**src/rtl/pipe_ctrl_pkg.sv**
```systemverilog
// Shared types and default sizing for the single-step pipeline sequencer.
package pipe_ctrl_pkg;

  typedef enum logic [1:0] {
    S_IDLE  = 2'd0,
    S_PULSE = 2'd1,
    S_CLR   = 2'd2,
    S_DISP  = 2'd3
  } state_t;

  localparam int CNT_W_DEF   = 8;
  localparam int DIV_W_DEF   = 26;
  localparam int RUN_DIV_DEF = 25_000_000;

endpackage

```
**src/rtl/step_rate_div.sv**
```systemverilog
// Free-run step divider: one-cycle tick every RUN_DIV enabled cycles.
module step_rate_div
  import pipe_ctrl_pkg::*;
#(
  parameter int DIV_W   = DIV_W_DEF,
  parameter int RUN_DIV = RUN_DIV_DEF
) (
  input  logic clk,
  input  logic rst_n,
  input  logic en,
  input  logic clr,
  output logic tick
);

  localparam logic [DIV_W-1:0] LAST = DIV_W'(RUN_DIV - 1);

  logic [DIV_W-1:0] cnt;

  assign tick = en && (cnt == LAST);

  always_ff @(posedge clk or negedge rst_n) begin
    if (!rst_n) begin
      cnt <= '0;
    end else if (clr) begin
      cnt <= '0;
    end else if (en) begin
      cnt <= tick ? '0 : cnt + 1'b1;
    end
  end

endmodule

```
**src/rtl/pipe_step_ctrl.sv**
```systemverilog
// Step/clear sequencer for the single-step pipeline with display handshake.
// Optional run-mode breakpoint halting is enabled by defining PIPE_STEP_BP_EN.
module pipe_step_ctrl
  import pipe_ctrl_pkg::*;
#(
  parameter int CNT_W   = CNT_W_DEF,
  parameter int DIV_W   = DIV_W_DEF,
  parameter int RUN_DIV = RUN_DIV_DEF
) (
  input  logic             CCLK,
  input  logic             rst_n,
  input  logic             step_btn,
  input  logic             clr_btn,
  input  logic             run_sw,
  input  logic             bp_en,
  input  logic [31:0]      bp_pc,
  input  logic [31:0]      if_pc,
  input  logic             disp_ack,
  output logic             pipe_ce,
  output logic             pipe_clr,
  output logic [CNT_W-1:0] cyc_cnt,
  output logic             disp_req,
  output logic             halted,
  output logic             busy
);

  state_t state, state_n;
  logic   step_q, clr_q;
  logic   step_edge, clr_edge;
  logic   pend_step, pend_clr, pend_step_n, pend_clr_n;
  logic   tick, div_en, div_clr;
  logic   tick_halt, bp_hit;

  assign step_edge = step_btn & ~step_q;
  assign clr_edge  = clr_btn & ~clr_q;
  assign busy      = (state != S_IDLE);
  assign div_clr   = ~run_sw;

`ifdef PIPE_STEP_BP_EN
  logic halted_q;

  assign tick_halt = bp_en && (if_pc == bp_pc);
  assign halted    = halted_q;
  assign div_en    = run_sw & ~halted_q;

  always_ff @(posedge CCLK or negedge rst_n) begin
    if (!rst_n) begin
      halted_q <= 1'b0;
    end else if (!run_sw || pipe_clr) begin
      halted_q <= 1'b0;
    end else if (bp_hit) begin
      halted_q <= 1'b1;
    end
  end
`else
  logic unused_bp;

  assign tick_halt = 1'b0;
  assign halted    = 1'b0;
  assign div_en    = run_sw;
  assign unused_bp = ^{bp_en, bp_pc, if_pc, bp_hit};
`endif

  step_rate_div #(
    .DIV_W   (DIV_W),
    .RUN_DIV (RUN_DIV)
  ) u_div (
    .clk   (CCLK),
    .rst_n (rst_n),
    .en    (div_en),
    .clr   (div_clr),
    .tick  (tick)
  );

  always_ff @(posedge CCLK or negedge rst_n) begin
    if (!rst_n) begin
      step_q    <= 1'b0;
      clr_q     <= 1'b0;
      state     <= S_IDLE;
      pend_step <= 1'b0;
      pend_clr  <= 1'b0;
    end else begin
      step_q    <= step_btn;
      clr_q     <= clr_btn;
      state     <= state_n;
      pend_step <= pend_step_n;
      pend_clr  <= pend_clr_n;
    end
  end

  always_comb begin
    state_n     = state;
    pend_step_n = pend_step;
    pend_clr_n  = pend_clr;
    bp_hit      = 1'b0;
    case (state)
      S_IDLE: begin
        if (clr_edge) begin
          state_n = S_CLR;
        end else if (step_edge) begin
          state_n = S_PULSE;
        end else if (tick) begin
          if (tick_halt) bp_hit = 1'b1;
          else           state_n = S_PULSE;
        end
      end
      S_PULSE: state_n = S_DISP;
      S_CLR:   state_n = S_DISP;
      S_DISP: begin
        if (disp_ack) begin
          if (pend_clr) begin
            state_n    = S_CLR;
            pend_clr_n = 1'b0;
          end else if (pend_step) begin
            state_n     = S_PULSE;
            pend_step_n = 1'b0;
          end else begin
            state_n = S_IDLE;
          end
        end
      end
      default: state_n = S_IDLE;
    endcase
    // Edges landing while busy are remembered one-deep; a clear in the same cycle swallows the step.
    if (state != S_IDLE) begin
      if (clr_edge)       pend_clr_n  = 1'b1;
      else if (step_edge) pend_step_n = 1'b1;
    end
  end

  // Outputs are registered from the current state, so each trails the FSM by one cycle.
  always_ff @(posedge CCLK or negedge rst_n) begin
    if (!rst_n) begin
      pipe_ce  <= 1'b0;
      pipe_clr <= 1'b0;
      disp_req <= 1'b0;
      cyc_cnt  <= '0;
    end else begin
      pipe_ce  <= (state == S_PULSE);
      pipe_clr <= (state == S_CLR);
      disp_req <= (state == S_DISP);
      if (pipe_clr)     cyc_cnt <= '0;
      else if (pipe_ce) cyc_cnt <= cyc_cnt + 1'b1;
    end
  end

endmodule
```
**config.mk**
```make
export PLATFORM = sky130hd
export DESIGN_NAME = pipe_step_ctrl
export DESIGN_NICKNAME = d
export VERILOG_FILES = /design/src/rtl/pipe_ctrl_pkg.sv /design/src/rtl/step_rate_div.sv /design/src/rtl/pipe_step_ctrl.sv
export SDC_FILE = /design/constraint.sdc
export NUM_CORES = 1
export LEC_CHECK = 0
export ABC_AREA = 1
export BUFFER_PORTS_ARGS = -buffer_cell sky130_fd_sc_hd__buf_2
export CAP_MARGIN = 20
export CORE_MARGIN = 5
export CORE_UTILIZATION = 38
export CTS_CLUSTER_SIZE = 30
export DETAILED_ROUTE_END_ITERATION = 8
export PLACE_DENSITY = 0.73
export RECOVER_POWER = 100
export SETUP_SLACK_MARGIN = 0.5
export SYNTH_ARGS = -nofsm -noshare
export SYNTH_HDL_FRONTEND = slang
export SYNTH_SLANG_ARGS = --single-unit
```
**constraint.sdc**
```tcl
create_clock -name CCLK -period 1.6 [get_ports CCLK]
set_input_delay 0.16 -clock CCLK [delete_from_list [all_inputs] [get_ports CCLK]]
set_output_delay 0.16 -clock CCLK [all_outputs]
set_load 0.02 [all_outputs]
```
==> results of run 1 <==
## layout make-up
class                      count  area [um2]  area share (%)
sequential                    43        1080            33.7
clock buffer                   5        68.8            2.14
tap                           75        93.8            2.92
inverter                      49         196            6.12
timing repair buffer          57         427            13.3
multi-input combinational    226        1320            41.1
clock inverter                 3        23.8           0.740
## timing repair
item,in CTS,in global routing
pin swaps,14,12
hold buffers,3,0
endpoints found under the hold margin,45,0
endpoints found under the setup margin,34,42
gates resized for setup,47,43
setup buffers,22,11
gates cloned,0,0
## per-stage QoR
step / worst slack [ps] / hold WS (ps) / area (um2) / utilization, %
finish: 111 / 132 / 3210 / 53.3
detailed placement: 109 / 270 / 2630 / 43.6
global route: 8.03 / 158 / 3210 / 53.3
floorplan: 153 / -136 / 2440 / -
global placement: 142 / 265 / 2630 / 43.6
CTS: 186 / 128 / 3100 / 51.4
## per-layer routing
| layer | vias to the layer above | GRT usage [%] | wire, um |
|---|---|---|---|
| li1 | 1098 | - | - |
| met1 | 1078 | 19.6 | 2550 |
| met2 | 51 | 25.9 | 2920 |
| met3 | 11 | 2.58 | 229 |
| met4 | 0 | 5.82 | 110 |
| met5 | - | 0 | 0 |
## cell usage after synthesis
| cell type | instances | share of area [%] |
|---|---|---|
| nand2_2 | 10 | 2.6 |
| inv_1 | 38 | 6.0 |
| buf_4 | 1 | 0.31 |
| nor2_2 | 5 | 1.3 |
| a31o_2 | 1 | 0.37 |
| nor2_8 | 1 | 0.84 |
| a21oi_1 | 9 | 1.9 |
| nand2_1 | 79 | 12 |
| or2_2 | 1 | 0.26 |
| clkinv_1 | 1 | 0.16 |
| nand2_4 | 1 | 0.47 |
| inv_2 | 9 | 1.4 |
| o21ai_0 | 7 | 1.5 |
| nand3_2 | 4 | 1.7 |
| nor2_1 | 63 | 9.9 |
| xnor2_1 | 1 | 0.37 |
| buf_6 | 1 | 0.47 |
| nand4_1 | 2 | 0.52 |
| ha_1 | 6 | 3.1 |
| a31oi_1 | 1 | 0.26 |
| nor3_1 | 14 | 2.9 |
| inv_4 | 1 | 0.26 |
| nand3b_1 | 1 | 0.31 |
| dfrtp_1 | 43 | 45 |
| xor2_1 | 8 | 2.9 |
| conb_1 | 1 | 0.16 |
| nand3_1 | 9 | 1.9 |
| o21bai_1 | 2 | 0.63 |
## registers in the layout, summed over array words and instances (netlist names)
signal and count:
clr_q 1, state 2, disp_req 1, pend_step 1
pipe_ce 1, pipe_clr 1, cyc_cnt 8, pend_clr 1
u_div.cnt 26, step_q 1
## critical path: cells and delay by family, from the launching register on
family | cells | cell delay (ps)
simple gates | 5 | 460
flops | 1 | 410
buf+inv | 2 | 380
compound gates | 1 | 190
## cell families after synthesis
| kind of cell | after synthesis |
|---|---|
| adder cells (fa/ha/maj) | 6 |
| AND/OR/NAND/NOR | 190 |
| buffers and inverters | 51 |
| other | 1 |
| XOR/XNOR | 9 |
| AO/OA/AOI/OAI | 20 |
| flip-flops | 43 |
## power by group
part	total, W	switching (W)	internal (W)
clock network	0.000736	0.000423	0.000313
registers	0.00135	0.000123	0.00123
logic	0.00135	0.000724	0.000629
total	0.00344	0.00127	0.00217
## path summary, 6_finish.rpt
check,slack [ps],endpoint
hold reg to reg,500,cyc_cnt[3]
setup reg to reg,110,u_div.cnt[21]
min in group asynchronous,620,u_div.cnt[1]
setup / recovery,110,u_div.cnt[21]
hold / removal,130,pend_clr
max in group asynchronous,330,pipe_ce
==> reports/results.tsv, run 1 <==
stage	metric	value	unit
outcome	status	finished, final reports clean	
setup_path	path_common_cell	nand2_2	
placement	post-dp-hpwl	3530	um
synthesis	synth_top_family_by_area	simple AND/OR/NAND/NOR gates	
timing	maxSlewViolCount	0	
route	via_count	2238	
cts	cts_tree	built	
timing	setup_tns	0	ps
timing	rsz0062_at_grt	yes	
timing	max_freq	0.672	GHz
synthesis	ys_types	28	
final_layout	final_cell_mix	66 x nand2_1, 53 x nor2_1, 38 x dfrtp_1	
floorplanning	die_x	89.3	um
setup_path	cp_cell_sequence	dlygate4sd2_1 -> nand2_2 -> nor2_4 -> buf_4 -> nand4_1 -> o21bai_1 -> nand2_2 -> nor2_1	
cts	clkSinkCount	43	
setup_path	crit_type	reg -> reg	
synthesis	yosys.area_share.xor_xnor	3.30	%
synthesis	yosys_warnings	0	
grt	grt_max_degree	44	
setup_path	slowest_stage	dfrtp_1	
timing	worst_slew_pin_slew	945	ps
cts	htreeDepth	2	
setup_path	slowest_delay	410	ps
floorplanning	die_h	89.3	um
synthesis	synth_mux_area_share	0	%
final_layout	antenna_cells	0	
synthesis	synthesis.area	0.00239	mm2
final_layout	drive_gt1_share	32.6	%
setup_path	arrival	1730	ps
grt	antenna_found_initial	0	
synthesis	synth_compound_area_share	4.61	%
power_and_ir_drop	ir_worst_vdd	1.02	mV
min_path	hold_depth	4	
power_and_ir_drop	finalPower	0.00344	W
run	maxCapViolCount	0	
route	drtIter0Drc	101	
floorplanning	core	0.00603	mm2
grt	grt-ovfl-total	0	
timing	period_share	93.1	%
final_layout	layoutNonFillerInstCount	458	
cts	cts_buffers	5	
synthesis	synthSimpleGateAreaFrac	35.1	%
setup_path	reg2reg_from	u_div.cnt[10]	
route	via_per_inst	4.89	
final_layout	final_common_cell	nand2_1	
final_layout	layout.nets	459	
synthesis	synth-adder-area-share	3.14	%
cts	clk_path_buf_depth	2	
synthesis	seq_area_frac_synth	45.0	%
floorplanning	die_area	0.00797	mm2
min_path	hold_path_startpoint	disp_ack	
setup_path	ff2ff_path_depth	8	
route	drt-pass1-iter-count	4	
placement	io_buffers	17	
setup_path	cp_max_fo	4	
setup_path	critPathLaunch	u_div.cnt[10]	
cts	path_clk_slew	90	ps
power_and_ir_drop	p_per_area	1070	mW/mm2
timing	hold_viol_final	0	
synthesis	synth_nets	397	
cts	root_buffer	clkbuf_8	
timing	setup_viol	0	
timing	timing.slew.headroom	37.0	%
synthesis	postSynthCellCount	320	
min_path	hp-class	in -> reg	
setup_path	endpoint_kind	flop	
final_layout	nFillCells	563	
floorplanning	fp-row-count	28	
timing	worst_clock_skew	5.30	ps
timing	post-route-min-period	1490	ps
synthesis	ys_seq_elements	43	
grt	track_usage	15.3	%
grt	grt_pass1_vias	2148	
floorplanning	initial_core_util	39.6	%
cts	clk_latency	300	ps
power_and_ir_drop	power_leakage	1.55	nW
setup_path	required	1840	ps
placement	gp_congestion	0.851	
floorplanning	ioPinCount	84	
route	wl_per_cell	12.7	um
grt	grt_pass1_wl	9570	um
route	drt_wl_total	5800	um
setup_path	startpoint_type	flop	
route	drc	0	
placement	post-place-cells	414	
synthesis	syn_area_per_cell	7.46	um2
route	ant_nets	0	
final_layout	syn_to_final_growth	34.4	%
Note: power is estimated with default switching activity, not from simulation.
==> run 2, diff against run 1 <==
--- a/config.mk
+++ b/config.mk
@@ -6,13 +6,13 @@
 export NUM_CORES = 1
 export LEC_CHECK = 0
 export ABC_AREA = 1
-export BUFFER_PORTS_ARGS = -buffer_cell sky130_fd_sc_hd__buf_2
 export CAP_MARGIN = 20
 export CORE_MARGIN = 5
 export CORE_UTILIZATION = 38
 export CTS_CLUSTER_SIZE = 30
 export DETAILED_ROUTE_END_ITERATION = 8
-export PLACE_DENSITY = 0.73
+export DONT_BUFFER_PORTS = 1
+export PLACE_DENSITY = 0.61
 export RECOVER_POWER = 100
 export SETUP_SLACK_MARGIN = 0.5
 export SYNTH_ARGS = -nofsm -noshare
==> run 2 against run 1 <==
Net effect:
- the run now ends with hold timing left
- non-clock buffer count decreased by 25
- register-to-register slack better by 40 ps
- clock power up 15%
- core utilization fell by 2.0 points
- clock skew is 5.5 ps higher
- sequential power rose by 9.6%
- global-route usage down 0.64 points
- die area unchanged
- critical endpoint is now u_div.cnt[3]
- final area fell by 3.7%
- first-iteration DRC count increased by 42%
- via count down 7.6%
- highest routed layer unchanged
==> reports/results.tsv, run 2 (synthesis results as in run 1) <==
stage	metric	value	unit
outcome	status	finished with violations	
outcome	violations	hold timing	
setup_path	endpoint_kind	flop	
grt	grt_max_degree	44	
setup_path	required	1790	ps
route	via_per_inst	4.78	
timing	hold_viol_final	43	
grt	track_usage	14.7	%
placement	place_area	0.00253	mm2
cts	clkSinkCount	43	
power_and_ir_drop	power_leakage	1.47	nW
timing	post-route-min-period	1450	ps
setup_path	cp_cell_sequence	ha_4 -> nand2_4 -> nor2_8 -> nand2_2 -> nor2_2 -> nand2_1 -> nand2_4 -> inv_8 -> nand3_1 -> inv_2	
grt	antenna_found_initial	0	
run	maxCapViolCount	0	
final_layout	nFillCells	557	
floorplanning	initial_core_util	39.6	%
grt	grt_pass1_wl	9190	um
final_layout	antenna_cells	0	
power_and_ir_drop	ir_worst_vdd	1.01	mV
floorplanning	fp-row-count	28	
timing	worst_clock_skew	10.8	ps
setup_path	ff2ff_path_depth	10	
final_layout	multi_input_area	0.00134	mm2
final_layout	registers.top_by_ff_count	u_div.cnt	
route	drt-pass1-iter-count	4	
min_path	hp-class	in -> async	
route	via_count	2069	
timing	max_freq	0.689	GHz
route	drtIter0Drc	143	
final_layout	final_common_cell	nand2_1	
floorplanning	core	0.00603	mm2
route	ant_nets	0	
power_and_ir_drop	p_per_area	1040	mW/mm2
route	wl_per_cell	12.6	um
timing	period_share	90.8	%
grt	grt_pass1_vias	2087	
setup_path	rrSetupSlack	150	ps
timing	setup_tns	0	ps
timing	setup_viol	0	
floorplanning	ioPinCount	84	
final_layout	final_util	51.3	%
final_layout	final_cell_area	0.00309	mm2
setup_path	cp_max_fo	13	
grt	grt-ovfl-total	0	
final_layout	reg.largest.list	u_div.cnt: 26 flops, cyc_cnt: 8 flops, state: 2 flops	
placement	post-dp-hpwl	3570	um
final_layout	largest_reg_flops	26	
timing	maxSlewViolCount	0	
route	drc	0	
placement	gp_congestion	0.813	
timing	whs	-457	ps
cts	clk_latency	300	ps
setup_path	crit_type	reg -> reg	
cts	root_buffer	clkbuf_8	
timing	rsz0062_at_grt	yes	
cts	path_clk_slew	90	ps
floorplanning	die_area	0.00797	mm2
final_layout	drive_gt1_share	30.7	%
floorplanning	die_x	89.3	um
setup_path	path_common_cell	nand2_4	
final_layout	final_cell_mix	74 x nand2_1, 44 x nor2_1, 41 x dfrtp_1	
final_layout	layout.nets	434	
setup_path	slowest_delay	400	ps
route	drt_wl_total	5440	um
cts	clk_path_buf_depth	2	
setup_path	arrival	1650	ps
cts	cts_tree	built	
floorplanning	die_h	89.3	um
placement	io_buffers	0	
cts	htreeDepth	2	
cts	ctsHoldBuffers	2	
cts	cts_buffers	5	
setup_path	reg2reg_from	u_div.cnt[1]	
final_layout	syn_to_final_growth	29.4	%
timing	worst_slack	148	ps
placement	pre_cts_ws	52.3	ps
setup_path	slowest_stage	dfrtp_1	
setup_path	startpoint_type	flop	
setup_path	r2r_end	u_div.cnt[3]	
final_layout	register_area	0.00108	mm2
-- run 2: metrics by stage --
| step | total power [W] | cells | hold WS, ps |
|---|---|---|---|
| 3_5_place_dp | 0.00212 | 395 | -134 |
| 4_1_cts | 0.00327 | 421 | -461 |
| 6_report | 0.00320 | 433 | -457 |
| 5_1_grt | 0.00341 | 433 | -470 |
| 3_3_place_gp | 0.00210 | 395 | -134 |
| 2_1_floorplan | 0.00199 | 320 | -136 |
-- run 2: area by class of cell --
| class | count | area share (%) |
|---|---|---|
| inverter | 49 | 6.36 |
| timing repair buffer | 32 | 8.58 |
| multi-input combinational | 226 | 43.5 |
| sequential | 43 | 34.9 |
| clock inverter | 3 | 1.42 |
| clock buffer | 5 | 2.23 |
| tap | 75 | 3.04 |
-- run 2: metal layers --
metal	vias up	wire length [um]	global-route usage (%)
li1	1050	-	-
met1	976	2430	18.4
met2	35	2740	25.5
met3	8	178	2.76
met4	0	85	4.74
met5	-	0	0
-- run 2: repair_timing --
| item | CTS | global route |
|---|---|---|
| buffers inserted | 16 | 12 |
| hold endpoints to repair | 45 | 43 |
| gates resized for setup | 52 | 32 |
| endpoints found under the setup margin | 36 | 35 |
| pin swaps | 14 | 9 |
-- run 2: worst max path at each step --
stage            startpoint       endpoint  slack (ps)  cells after the start
2_1_floorplan  u_div.cnt[1]  u_div.cnt[22]         150                     11
3_3_place_gp   u_div.cnt[0]  u_div.cnt[19]          90                     10
3_5_place_dp   u_div.cnt[0]  u_div.cnt[19]          50                     10
4_1_cts        u_div.cnt[1]  u_div.cnt[19]         180                     10
5_1_grt            pipe_clr     cyc_cnt[4]          20                      7
6_report       u_div.cnt[1]   u_div.cnt[3]         150                     10
-- run 2: report_power, final --
part / switching, W / internal (W) / leakage, nW
Combinational: 0.000466 / 0.000407 / 0.839
Clock: 0.000384 / 0.000465 / 0.0581
Sequential: 0.000257 / 0.00122 / 0.572
Total: 0.00111 / 0.00210 / 1.47
-- run 2: worst max-delay path: cells and delay by family, from the launching register on --
kind | cells | cell delay [ps]
adders and majority gates | 1 | 160
and+or+nand+nor | 7 | 680
DFF | 1 | 400
buffers and inverters | 2 | 90
==> run 3, diff against run 2 <==
--- a/config.mk
+++ b/config.mk
@@ -5,14 +5,13 @@
 export SDC_FILE = /design/constraint.sdc
 export NUM_CORES = 1
 export LEC_CHECK = 0
-export ABC_AREA = 1
 export CAP_MARGIN = 20
 export CORE_MARGIN = 5
-export CORE_UTILIZATION = 38
+export CORE_UTILIZATION = 30
 export CTS_CLUSTER_SIZE = 30
 export DETAILED_ROUTE_END_ITERATION = 8
 export DONT_BUFFER_PORTS = 1
-export PLACE_DENSITY = 0.61
+export PLACE_DENSITY = 0.53
 export RECOVER_POWER = 100
 export SETUP_SLACK_MARGIN = 0.5
 export SYNTH_ARGS = -nofsm -noshare
==> run 3 against run 2 <==
Net effect:
- the flow finishes with violations (hold timing, setup timing)
- fmax down 21%
- setup slack worse by 400 ps
- global-route usage shrank 3.3 points
- critical endpoint is now state[0]
- highest routed layer unchanged
==> reports/results.tsv, run 3 <==
stage	metric	value	unit
final_layout	final_cell_area	0.00289	mm2
cts	htreeDepth	2	
timing	whs	-439	ps
outcome	violations	hold timing, setup timing	
floorplanning	ioPinCount	84	
final_layout	multi_input_area	0.00106	mm2
cts	ctsHoldBuffers	2	
power_and_ir_drop	combPwrFrac	29.5	%
power_and_ir_drop	power_leakage	1.33	nW
final_layout	register_area	0.00108	mm2
setup_path	worst-path-buf-inv	0	
cts	cts_buffers	5	
synthesis	synth_top_flop_cell	dfrtp_1	
setup_path	slowest_stage	or4_4	
setup_path	cp_cell_sequence	nor4b_2 -> nand4_1 -> or4_4 -> a31oi_2 -> mux2_1	
outcome	status	finished with violations	
setup_path	ff2ff_path_depth	5	
timing	max_freq	0.541	GHz
placement	gp_congestion	0.781	
floorplanning	die_x	93.5	um
floorplanning	core	0.00679	mm2
power_and_ir_drop	seqPwrFrac	43.3	%
min_path	hp-class	in -> async	
grt	grt_max_degree	44	
placement	place_area	0.00254	mm2
grt	grt-ovfl-total	0	
route	via_count	1596	
cts	root_buffer	clkbuf_8	
timing	rsz0062_at_grt	yes	
cts	cts_tree	built	
synthesis	postSynthCellCount	202	
synthesis	synth_area_leaders	dfrtp_1 51%, xor2_1 10%, nor2_1 6.6%	
grt	antenna_found_initial	0	
cts	clk_latency	290	ps
cts	path_clk_slew	80	ps
synthesis	yosys_warnings	0	
route	via_per_inst	4.47	
synthesis	synthesis.area	0.00209	mm2
route	drtIter0Drc	74	
route	drt_wl_total	4550	um
grt	grt_pass1_wl	7890	um
setup_path	slowest_delay	470	ps
setup_path	cp_max_fo	4	
final_layout	final_cell_mix	42 x dfrtp_1, 38 x buf_4, 37 x nor2_1	
synthesis	yosysMostFrequentCell	dfrtp_1	
final_layout	reg.largest.list	u_div.cnt: 26 flops, cyc_cnt: 8 flops, state: 2 flops	
synthesis	ys_types	37	
setup_path	rrSetupSlack	-250	ps
power_and_ir_drop	power.switching	0.000957	W
route	drt-pass1-iter-count	4	
placement	post-dp-hpwl	3050	um
synthesis	yosys.area.top_type	dfrtp_1	
setup_path	r2r_end	state[0]	
timing	setup_viol	26	
timing	hold_viol_final	43	
final_layout	drive_gt1_share	31.4	%
timing	post-route-min-period	1850	ps
setup_path	required	1770	ps
route	ant_nets	0	
route	wl_per_cell	12.7	um
power_and_ir_drop	pwr-share-clk	27.2	%
final_layout	layout.nets	337	
power_and_ir_drop	internal_power	0.00221	W
grt	grt_pass1_vias	1664	
final_layout	final_util	42.5	%
cts	clkSinkCount	43	
timing	worst_clock_skew	4.73	ps
setup_path	path_delay_family	simple AND/OR/NAND/NOR gates	
power_and_ir_drop	switching_share	30.2	%
final_layout	registers.top_by_ff_count	u_div.cnt	
setup_path	startpoint_type	flop	
setup_path	reg2reg_from	u_div.cnt[23]	
setup_path	endpoint_kind	flop	
synthesis	ys_seq_elements	43	
synthesis	synth_nets	279	
setup_path	crit_type	reg -> reg	
final_layout	nFillCells	680	
timing	period_share	116	%
grt	track_usage	11.4	%
synthesis	ys_async_sr_fraction	100	%
timing	maxSlewViolCount	0	
synthesis	netlist_top_cells_count	43 x dfrtp_1, 37 x nor2_1, 24 x xor2_1	
power_and_ir_drop	p_per_area	1100	mW/mm2
placement	io_buffers	0	
synthesis	netlist.area_leader.share	51.4	%
route	drc	0	
final_layout	final_common_cell	dfrtp_1	
synthesis	syn_area_per_cell	10.4	um2
timing	worst_slack	-249	ps
setup_path	critPathLaunch	u_div.cnt[23]	
setup_path	arrival	2020	ps
synthesis	synth-edff-count	0	
final_layout	largest_reg_flops	26	
final_layout	syn_to_final_growth	38.0	%
floorplanning	initial_core_util	30.8	%
run	maxCapViolCount	0	
final_layout	antenna_cells	0	
floorplanning	die_h	93.5	um
floorplanning	fp-row-count	30	
cts	clk_path_buf_depth	2	
synthesis	seq_area_frac_synth	51.4	%
floorplanning	die_area	0.00875	mm2
power_and_ir_drop	ir_worst_vdd	0.430	mV
==> run 3: layer usage <==
| metal | wire length (um) | share of wire (%) | GRT usage, % | vias up |
|---|---|---|---|---|
| met1 | 2120 | 47 | 14.5 | 765 |
| met3 | 166 | 3.7 | 2.74 | 6 |
| met4 | 66 | 1.5 | 5.05 | 0 |
| li1 | - | - | - | 804 |
| met2 | 2190 | 48 | 18.3 | 21 |
| met5 | 0 | 0 | 0 | - |
==> run 3: timing repair <==
action,CTS,global route
pin swaps,11,7
buffers inserted,12,2
hold endpoints to repair,45,43
gates resized for setup,24,11
gates cloned,1,0
endpoints found under the setup margin,38,40
==> run 3: worst max-delay path by stage <==
stage / end / slack (ps) / cells after the start
after detailed placement: state[0] / -250 / 5
after global placement: state[0] / -230 / 5
final: state[0] / -250 / 5
after CTS: state[0] / -270 / 5
after floorplan: state[0] / -210 / 5
after global routing: u_div.cnt[25] / -350 / 6
==> run 3: metrics by stage <==
step	worst slack [ps]	total power [W]	TNS, ps	cells
3_3_place_gp	-227	0.00199	-2740	332
5_1_grt	-347	0.00338	-7060	357
3_5_place_dp	-255	0.00200	-3330	332
2_1_floorplan	-211	0.00185	-1550	202
6_report	-249	0.00317	-3940	357
4_1_cts	-274	0.00325	-4770	355
==> run 3: worst reg2reg max path, cell delays in order, from the launching register on <==
cell	delay, ps
dfrtp_1	390
nor4b_2	270
nand4_1	130
or4_4	470
a31oi_2	150
mux2_1	330
==> run 3: logic make-up after synthesis <==
family	after synthesis	synth area share, %
and+or+nand+nor	96	24.2
DFF	43	51.4
AOI/OAI and AO/OA	14	4.60
other	1	0.179
adders and majority gates	6	3.59
xor gates and xnor gates	29	12.1
muxes	2	1.02
buffers and inverters	11	2.87
==> run 3: cell type report <==
class,instances,share of cell area (%)
sequential,43,37.3
clock inverter,2,1.21
clock buffer,6,2.86
timing repair buffer,57,17.0
multi-input combinational,148,36.8
tap,96,4.16
inverter,5,0.650
==> run 3: power by group through the flow <==
stage	clock (W)	sequential, W	combinational [W]
global route	0.000952	0.00139	0.00104
detailed placement	0	0.00142	0.000579
floorplan	0	0.00139	0.000460
CTS	0.000908	0.00140	0.000942
finish	0.000862	0.00137	0.000936
global placement	0	0.00142	0.000567
